==> src/rtl/m92_sound_latch.sv <==
// Main-CPU <-> sound-CPU command/reply channel: a small show-ahead FIFO carries
// commands to the sound CPU, and a single reply latch carries answers back.
module m92_sound_latch #(
  parameter int          DEPTH     = 4,
  parameter logic [7:0]  EMPTY_VAL = 8'hff
) (
  input  logic                       clk_sys,
  input  logic                       reset_n,
  input  logic                       main_wr,
  input  logic [7:0]                 main_din,
  input  logic                       main_rd,
  output logic [7:0]                 main_dout,
  output logic                       main_irq,
  output logic [1:0]                 main_status,
  input  logic                       snd_rd,
  output logic [7:0]                 snd_dout,
  output logic                       snd_irq,
  input  logic                       snd_wr,
  input  logic [7:0]                 snd_din,
  output logic [$clog2(DEPTH):0]     snd_level,
  output logic                       overflow
);

  localparam int PTR_W = $clog2(DEPTH);
  localparam int CNT_W = PTR_W + 1;
  localparam logic [CNT_W-1:0] FULL_CNT = CNT_W'(DEPTH);

  logic [7:0]       mem_q [DEPTH];
  logic [7:0]       mem_d [DEPTH];
  logic [PTR_W-1:0] rd_ptr_q, rd_ptr_d;
  logic [PTR_W-1:0] wr_ptr_q, wr_ptr_d;
  logic [CNT_W-1:0] count_q, count_d;
  logic             overflow_q, overflow_d;
  logic [7:0]       reply_q, reply_d;
  logic             reply_valid_q, reply_valid_d;
  logic             main_irq_q, main_irq_d;

  logic fifo_empty;
  logic fifo_full;
  logic do_pop;
  logic do_push;

  assign fifo_empty = (count_q == '0);
  assign fifo_full  = (count_q == FULL_CNT);

  // A pop in the same cycle frees the slot, so a full FIFO still takes the push.
  assign do_pop  = snd_rd && !fifo_empty;
  assign do_push = main_wr && (!fifo_full || do_pop);

  always_comb begin
    mem_d      = mem_q;
    rd_ptr_d   = rd_ptr_q;
    wr_ptr_d   = wr_ptr_q;
    count_d    = count_q;
    overflow_d = overflow_q;

    if (do_push) begin
      mem_d[wr_ptr_q] = main_din;
      wr_ptr_d        = wr_ptr_q + PTR_W'(1);
    end else if (main_wr) begin
      overflow_d = 1'b1;
    end

    if (do_pop) begin
      rd_ptr_d = rd_ptr_q + PTR_W'(1);
    end

    if (do_push && !do_pop) begin
      count_d = count_q + CNT_W'(1);
    end else if (do_pop && !do_push) begin
      count_d = count_q - CNT_W'(1);
    end
  end

  // A reply write outranks a simultaneous main-side read.
  always_comb begin
    reply_d       = reply_q;
    reply_valid_d = reply_valid_q;
    main_irq_d    = snd_wr;

    if (snd_wr) begin
      reply_d       = snd_din;
      reply_valid_d = 1'b1;
    end else if (main_rd) begin
      reply_valid_d = 1'b0;
    end
  end

  always_ff @(posedge clk_sys or negedge reset_n) begin
    if (!reset_n) begin
      mem_q         <= '{default: '0};
      rd_ptr_q      <= '0;
      wr_ptr_q      <= '0;
      count_q       <= '0;
      overflow_q    <= 1'b0;
      reply_q       <= EMPTY_VAL;
      reply_valid_q <= 1'b0;
      main_irq_q    <= 1'b0;
    end else begin
      mem_q         <= mem_d;
      rd_ptr_q      <= rd_ptr_d;
      wr_ptr_q      <= wr_ptr_d;
      count_q       <= count_d;
      overflow_q    <= overflow_d;
      reply_q       <= reply_d;
      reply_valid_q <= reply_valid_d;
      main_irq_q    <= main_irq_d;
    end
  end

  assign snd_dout    = fifo_empty ? EMPTY_VAL : mem_q[rd_ptr_q];
  assign snd_irq     = !fifo_empty;
  assign snd_level   = count_q;
  assign overflow    = overflow_q;
  assign main_dout   = reply_q;
  assign main_irq    = main_irq_q;
  assign main_status = {reply_valid_q, fifo_full};

endmodule
==> config.mk <==
export PLATFORM = sky130hd
export DESIGN_NAME = m92_sound_latch
export DESIGN_NICKNAME = d
export VERILOG_FILES = /design/src/rtl/m92_sound_latch.sv
export SDC_FILE = /design/constraint.sdc
export NUM_CORES = 1
export LEC_CHECK = 0
export BUFFER_PORTS_ARGS = -buffer_cell sky130_fd_sc_hd__buf_4
export CORE_MARGIN = 5
export CORE_UTILIZATION = 45
export DETAILED_ROUTE_END_ITERATION = 16
export GPL_TIMING_DRIVEN = 0
export PLACE_DENSITY = 0.67
export SETUP_SLACK_MARGIN = 0.15
export SYNTH_ARGS = -nofsm -noshare
export SYNTH_HDL_FRONTEND = slang
export SYNTH_SLANG_ARGS = --single-unit
==> constraint.sdc <==
create_clock -name clk_sys -period 4 [get_ports clk_sys]
set_clock_uncertainty 0.05 [all_clocks]
set_input_delay 0.6 -clock clk_sys [delete_from_list [all_inputs] [get_ports clk_sys]]
set_output_delay 0.6 -clock clk_sys [all_outputs]
set_load 0.01 [all_outputs]
**Word level (Yosys, flattened, before mapping)**

Cells that the tools add are included.

- Add/subtract/negate cells: 4
- Reductions and logical operators: 14
- $lt $le $gt $ge: 3
- Multiplexer cells: 11
- Equal/unequal tests: 1
- Bitwise gates (word level): 3

Operators by type and width:

| cell | count |
|---|---|
| bitwise mux 32 bit | 1 |
| two-way mux 8 bit | 4 |
| binary-select mux 8 bit (select 2 bit) | 1 |
| demux 8 bit (select 2 bit) | 1 |
| greater-or-equal comparator 3 bit, second input constant | 2 |
| two-way mux 3 bit | 2 |
| NOT 2 -> 3 bit | 2 |
| logical AND 1 bit | 5 |
| adder 2 x 1 -> 2 bit, second input constant | 2 |
| logical NOT 1 bit | 4 |
| nonzero test 2 bit | 2 |
| adder 3 x 1 -> 3 bit, second input constant | 1 |
| == test 3 bit, second input constant | 1 |
| logical NOT 3 bit | 1 |
| less-than comparator 3 x 1 -> 1 bit, second input constant | 1 |
| subtractor 3 x 1 -> 3 bit, second input constant | 1 |
| two-way mux 1 bit | 2 |
| AND reduction 2 bit | 1 |
| logical OR 1 bit | 1 |
| NOT 1 bit | 1 |

- Bits in registers: 50
- Logic and storage cells: 47

**Depth between registers and ports, before layout**

Gate-level depths: netlist of the first run.

- Depth after elaboration: 9
- Gate-level depth with buffers: 9
- Mapped depth without buffers: 9

**Worst setup path after synthesis of the first run**

No wires, ideal clock.

- Path kind: register -> register
- From: register count_q[1] (netlist: snd_level[1])
- To: register count_q[2] (netlist: snd_level[2])
- Stages on the path, launching flop included: 10
- Path buffers: 0
- Required time: 3871 ps
- Period minus slack after synthesis: 2326 ps
- Path slack: 1674 ps
- Data arrival time: 2196 ps
- Library setup time: 79 ps
- Cells stage by stage: dfrtp_1 > nor3_1 > inv_1 > nand2_1 > ha_1 > inv_1 > fa_1 > xor2_1 > nor2_1 > xor2_1

- Cells in the longest elaborated chain, start to end: 8
- Elaborated cells on any way between the ends: 16

Ends and longest elaborated chain:

| what | line | source |
|---|---|---|
| start: declaration | 32 | `logic [CNT_W-1:0] count_q, count_d;` |
| start signal: assignment | 103 | `count_q <= count_d;` |
| logical NOT 3 bit (*) | 43 | `assign fifo_empty = (count_q == '0);` |
| logical NOT 1 bit (*) | - |  |
| via snd_irq | 17 | `output logic snd_irq,` |
| logical AND 1 bit (*) | 47 | `assign do_pop = snd_rd && !fifo_empty;` |
| logical OR 1 bit | 48 | `assign do_push = main_wr && (!fifo_full \|\| do_pop);` |
| logical AND 1 bit | 48 |  |
| logical NOT 1 bit | 70 | `end else if (do_pop && !do_push) begin` |
| logical AND 1 bit | 70 |  |
| nonzero test 2 bit (no line) | - |  |

The timed path passes the listed nets; every way through them passes the cells marked *. The select of a mux whose other input is x is not followed.
A chain may end at the register's enable or synchronous reset.

**Final worst setup path of the first run**

- From: register count_q[1] (netlist: snd_level[1])
- To: register count_q[2] (netlist: snd_level[2])

- Cells in the longest elaborated chain, start to end: 8
- Elaborated cells on any way between the ends: 16

Ends and longest elaborated chain:

| what |
|---|
| branches (longest 8 deep; another with subtractor 3 x 1 -> 3 bit) |

Parallel ways; which one is timed is not known. The select of a mux whose other input is x is not followed.

==> results of run 1 <==
[per-stage QoR]
stage / instances / worst slack (ns) / total power [mW]
global placement: 260 / 1.067 / 1.848
CTS: 268 / 1.044 / 2.196
floorplan: 148 / 1.674 / 1.522
global route: 268 / 0.6457 / 2.326
finish: 268 / 1.109 / 2.157
detailed placement: 260 / 1.070 / 1.906
[kinds of logic after synthesis]
logic type                 share of synthesized area [%]
buffers and inverters                              2.213
DFF                                                55.78
and+or+nand+nor                                    6.419
AOI/OAI and AO/OA                                 0.7196
xor gates and xnor gates                           2.324
adders and majority gates                          3.652
muxes                                              28.89
[worst max-delay path, stage by stage (launching register included)]
cell,delay [ns]
dfrtp_1,0.48
nor3_1,0.86
inv_1,0.19
nand2_1,0.17
ha_1,0.19
inv_1,0.07
fa_1,0.38
xor2_1,0.15
nor2_1,0.12
xor2_1,0.16
[path summary, 6_finish.rpt]
path	from	end	slack, ns	depth (start not counted)
min in group clk_sys	snd_wr	main_irq$_DFF_PN0_	0.36	1
max in group asynchronous	reset_n	overflow$_DFFE_PN0P_	3.22	1
max	snd_level[1]$_DFFE_PN0P_	snd_level[2]$_DFFE_PN0P_	1.11	9
min reg2reg	overflow$_DFFE_PN0P_	overflow$_DFFE_PN0P_	0.42	1
min	reset_n	mem_q[21]$_DFFE_PN0P_	0.26	1
max reg2reg	snd_level[1]$_DFFE_PN0P_	snd_level[2]$_DFFE_PN0P_	1.11	9
[cell usage after synthesis, types with 2 or more instances]
cell,number
mux2_2,42
or2_2,8
xor2_1,2
nand2_1,5
mux4_2,8
inv_1,6
clkbuf_1,2
dfstp_2,8
xnor2_1,4
ha_1,5
nor2_2,4
buf_4,2
dfrtp_1,42
[area by class of cell]
class / instances / area, µm²
buffer: 5 / 27.53
tap: 67 / 83.83
clock inverter: 3 / 18.77
timing repair buffer: 45 / 337.8
multi-input combinational: 87 / 949.7
inverter: 6 / 22.52
sequential: 50 / 1261
clock buffer: 5 / 68.82
fill: 384 / 2016
[per-layer routing]
metal	track usage [%]	vias up
li1	-	616
met1	18.10	682
met2	27.26	29
met3	4.545	5
met4	5.405	0
met5	0	-
[state kept, by name, summed over array words and instances (netlist names)]
name and cells:
mem_q 32, main_dout 8, snd_level 3, rd_ptr_q 2, wr_ptr_q 2, main_irq 1, overflow 1, reply_valid_q 1
[power by group through the flow]
stage                     Combinational (mW)  Sequential, mW  Clock, mW
after global placement                 0.998           0.850          0
after floorplan                        0.673           0.848          0
after CTS                               1.04           0.862      0.298
after detailed placement                1.03           0.873          0
after global routing                    1.12           0.890      0.317
final                                   1.01           0.861      0.283
==> out/results.ini, run 1 <==
[outcome]
status=finished, final reports clean

[logic_synthesis]
synth_area_leaders=dfrtp_1 (46%), mux2_2 (21%), dfstp_2 (9.3%)
synthArstFlopShare_pct=100.0
ys_ff_latch=50
yosysWarnings=0
synth_edf_count=0
syn-num-nets=176
syn_inst=148
ys_seq_area_share_pct=55.78
netlist.area_leader.share_pct=46.49
syn_area_mm2=0.002261
synth.largest_area_cell=dfrtp_1
ys.flop_type=dfrtp_1
syn_avg_cell_area_um2=15.28
synth_cell_type_count=23

[setup_path]
cp.arrival_ns=3.06
crit_path_max_fanout=9
critPathCaptureType=flip-flop
start_kind=flip-flop
criticalPathCategory=reg2reg
required_ns=4.17

[placed_design]
placed_area_mm2=0.002683
place.gp.congestion=0.7171
dp_hpwl_um=3176
portBuffers=45

[detailed_routing]
wl_met1_um=1835
ant_nets=0
wl_met2_um=2334
route.met3.wl_um=234
drt-initial-drc-count=31
drt_pre_antenna_iters=4
wl_per_cell_um=16.60
vias=1332
drc_errors=0
wirelength_um=4450
viasPerCell=4.970
routed.top_layer=met4

[min_path]
hold_class=in2async

[sta]
worst_pin_slew_ns=1.029
hold_viol=0
setup_tns_ns=0
setup_violations=0
max_freq_mhz=345.9
max_slew_margin_pct=30.90
min_period_over_period_pct=72.27
rsz0062_at_grt=false
drv_slew=0
hold_slack_ns=0.2629
period_minus_slack_ns=2.891

[clock_network]
clock_latency_ns=0.29
cts_max_level=2
cts_root_buf=clkbuf_8
cts_sinks=50
cts_tree=done
post-cts-setup-buffers=0
numCtsBuffers=5
clk_transition_reported_paths_ns=0.09
clockBufferDepth=2
cts_hold_buf=0
cts_resized=0

[cells_and_area]
synthToLayoutAreaGrowth_pct=22.52
drive_gt1_share_pct=63.68
final_common_cell=buf_4
fin_util_pct=57.88
design_area_mm2=0.002770
fin_nets=228
diodes=0
final_cell_mix=buf_4 (47), mux2_2 (42), dfrtp_1 (42)

[floorplanning]
die_h_um=80.88
die_x_um=80.88
coreArea_mm2=0.004786
rows=25
ios=46
die_area_mm2=0.006542
initial_core_util_pct=47.24

[global_routing]
grt_usage_pct=15.55
grt_pass1_vias=1508
grt_pass1_wl_um=7479
antenna_found_initial=0
grt_max_degree=51
overflow=0

[run]
drv_cap=0

[pwr]
p_per_area_mw_per_mm2=778.7
p_comb_share_pct=47.0
power_frac_seq_pct=39.9
p_int_mw=1.461
vdd_drop_max_mv=0.4073
pwr-share-clk_pct=13.1
switching_share_pct=32.25
p_leak_nw=1.234
switchingPower_mw=0.6956

Note: power is estimated with default switching activity, not from simulation.
==> inputs of run 2 (changes only) <==
==> constraint.sdc (replaced) <==
create_clock -name clk_sys -period 2.7 [get_ports clk_sys]
set_clock_uncertainty 0.05 [all_clocks]
set_input_delay 0.405 -clock clk_sys [delete_from_list [all_inputs] [get_ports clk_sys]]
set_output_delay 0.405 -clock clk_sys [all_outputs]
set_load 0.01 [all_outputs]
==> out/results.ini, run 2 (synthesis results as in run 1) <==
[outcome]
status=finished, final reports clean

[detailed_routing]
drt-initial-drc-count=30
drt_pre_antenna_iters=2
drc_errors=0
wl_per_cell_um=16.57
viasPerCell=4.922
wirelength_um=4456
ant_nets=0
vias=1324

[clock_network]
cts_max_level=2
numCtsBuffers=5
clk_transition_reported_paths_ns=0.09
cts_sinks=50
clock_latency_ns=0.29
cts_tree=done
cts_root_buf=clkbuf_8
clockBufferDepth=2

[placed_design]
pre_cts_ws_ns=-0.2297
dp_cells=260
place.gp.congestion=0.7171
dp_hpwl_um=3176
portBuffers=45

[pwr]
p_leak_nw=1.242
p_per_area_mw_per_mm2=1155
vdd_drop_max_mv=0.6093

[floorplanning]
ios=46
die_area_mm2=0.006542
rows=25
die_x_um=80.88
coreArea_mm2=0.004786
die_h_um=80.88
initial_core_util_pct=47.24

[setup_path]
max_stage_delay_ns=0.51
criticalPathCategory=reg2out
crit_slowest_cell=clkbuf_1
path_cells=clkbuf_1, mux4_2, or2_2, buf_4
required_ns=2.25
crit_path_max_fanout=9
critPathCaptureType=output port
cp.arrival_ns=1.98
start_kind=flip-flop

[cells_and_area]
final_common_cell=buf_4
synthToLayoutAreaGrowth_pct=23.35
diodes=0
instances_no_fill=269
fin_nets=229
top_register=mem_q
final_cell_mix=buf_4 (48), mux2_2 (42), dfrtp_1 (42)
drive_gt1_share_pct=64.36
largest_reg_flops=32

[sta]
drv_slew=0
max_slew_margin_pct=55.82
hold_slack_ns=0.06290
max_freq_mhz=411.0
worst_slack_ns=0.2668
setup_violations=0
period_minus_slack_ns=2.433
min_period_over_period_pct=90.12
worst_pin_slew_ns=0.6627
hold_viol=0
rsz0062_at_grt=false

[global_routing]
overflow=0
grt_usage_pct=15.53
antenna_found_initial=0
grt_max_degree=51
grt_pass1_wl_um=7486
grt_pass1_vias=1511

[run]
drv_cap=0

[min_path]
hold_class=in2async

[run 2: changes by cell type in the layout (fill, tap and decap cells not counted)]
| cell | delta |
|---|---|
| nor3_1 | -1 |
| buf_4 | +1 |
| nor3_4 | +1 |
[run 2: area by class of cell]
class,count,area (µm²)
Clock inverter,3,18.77
Tap cell,67,83.83
Buffer,5,27.53
Inverter,6,22.52
Fill cell,382,1997
Sequential cell,50,1261
Timing Repair Buffer,46,345.3
Multi-Input combinational cell,87,960.9
Clock buffer,5,68.82
[run 2: per-stage QoR]
| stage | utilization (%) | area (µm²) | setup TNS, ns | power [mW] |
|---|---|---|---|---|
| final | 58.27 | 2789 | 0 | 3.222 |
| after floorplan | - | 2261 | 0 | 2.254 |
| after CTS | 58.12 | 2781 | 0 | 3.270 |
| after detailed placement | 56.05 | 2683 | -0.3954 | 2.824 |
| after global placement | 56.05 | 2683 | -0.4321 | 2.737 |
| after global routing | 58.27 | 2789 | 0 | 3.471 |
[run 2: path summary, 6_finish.rpt]
path                                     startpoint                        to  slack, ns  depth (start not counted)
min in group clk_sys                         snd_wr        main_irq$_DFF_PN0_       0.17                          1
max                         rd_ptr_q[1]$_DFFE_PN0P_               snd_dout[0]       0.27                          4
max reg2reg                snd_level[1]$_DFFE_PN0P_  snd_level[1]$_DFFE_PN0P_       0.38                          6
min reg2reg                    overflow$_DFFE_PN0P_      overflow$_DFFE_PN0P_       0.42                          1
max in group asynchronous                   reset_n      overflow$_DFFE_PN0P_       2.11                          1
min                                         reset_n     mem_q[21]$_DFFE_PN0P_       0.06                          1
[run 2: power by group]
part / internal [mW] / switching, mW
clock: 0.183 / 0.238
sequential: 1.08 / 0.205
combinational: 0.913 / 0.602
total: 2.18 / 1.04
[run 2: per-layer routing]
layer | GRT usage, % | routed length (µm) | vias up
met5 | 0 | 0 | -
met4 | 4.899 | 35 | 0
met3 | 4.545 | 234 | 5
met2 | 27.67 | 2399 | 27
met1 | 17.90 | 1787 | 676
li1 | - | - | 616
[run 2: what timing repair did]
item / CTS / global route
endpoints found under the setup margin: 4 / 1
resized for setup: 2 / 0
hold buffers: 0 / 0
pin swaps: 0 / 1
buffers inserted: 0 / 1
[run 2: worst max-delay path: cells and delay by family, from the launching register on]
family | cells | cell delay [ns]
mux | 1 | 0.39
flops | 1 | 0.33
simple gates | 1 | 0.31
buf+inv | 2 | 0.66
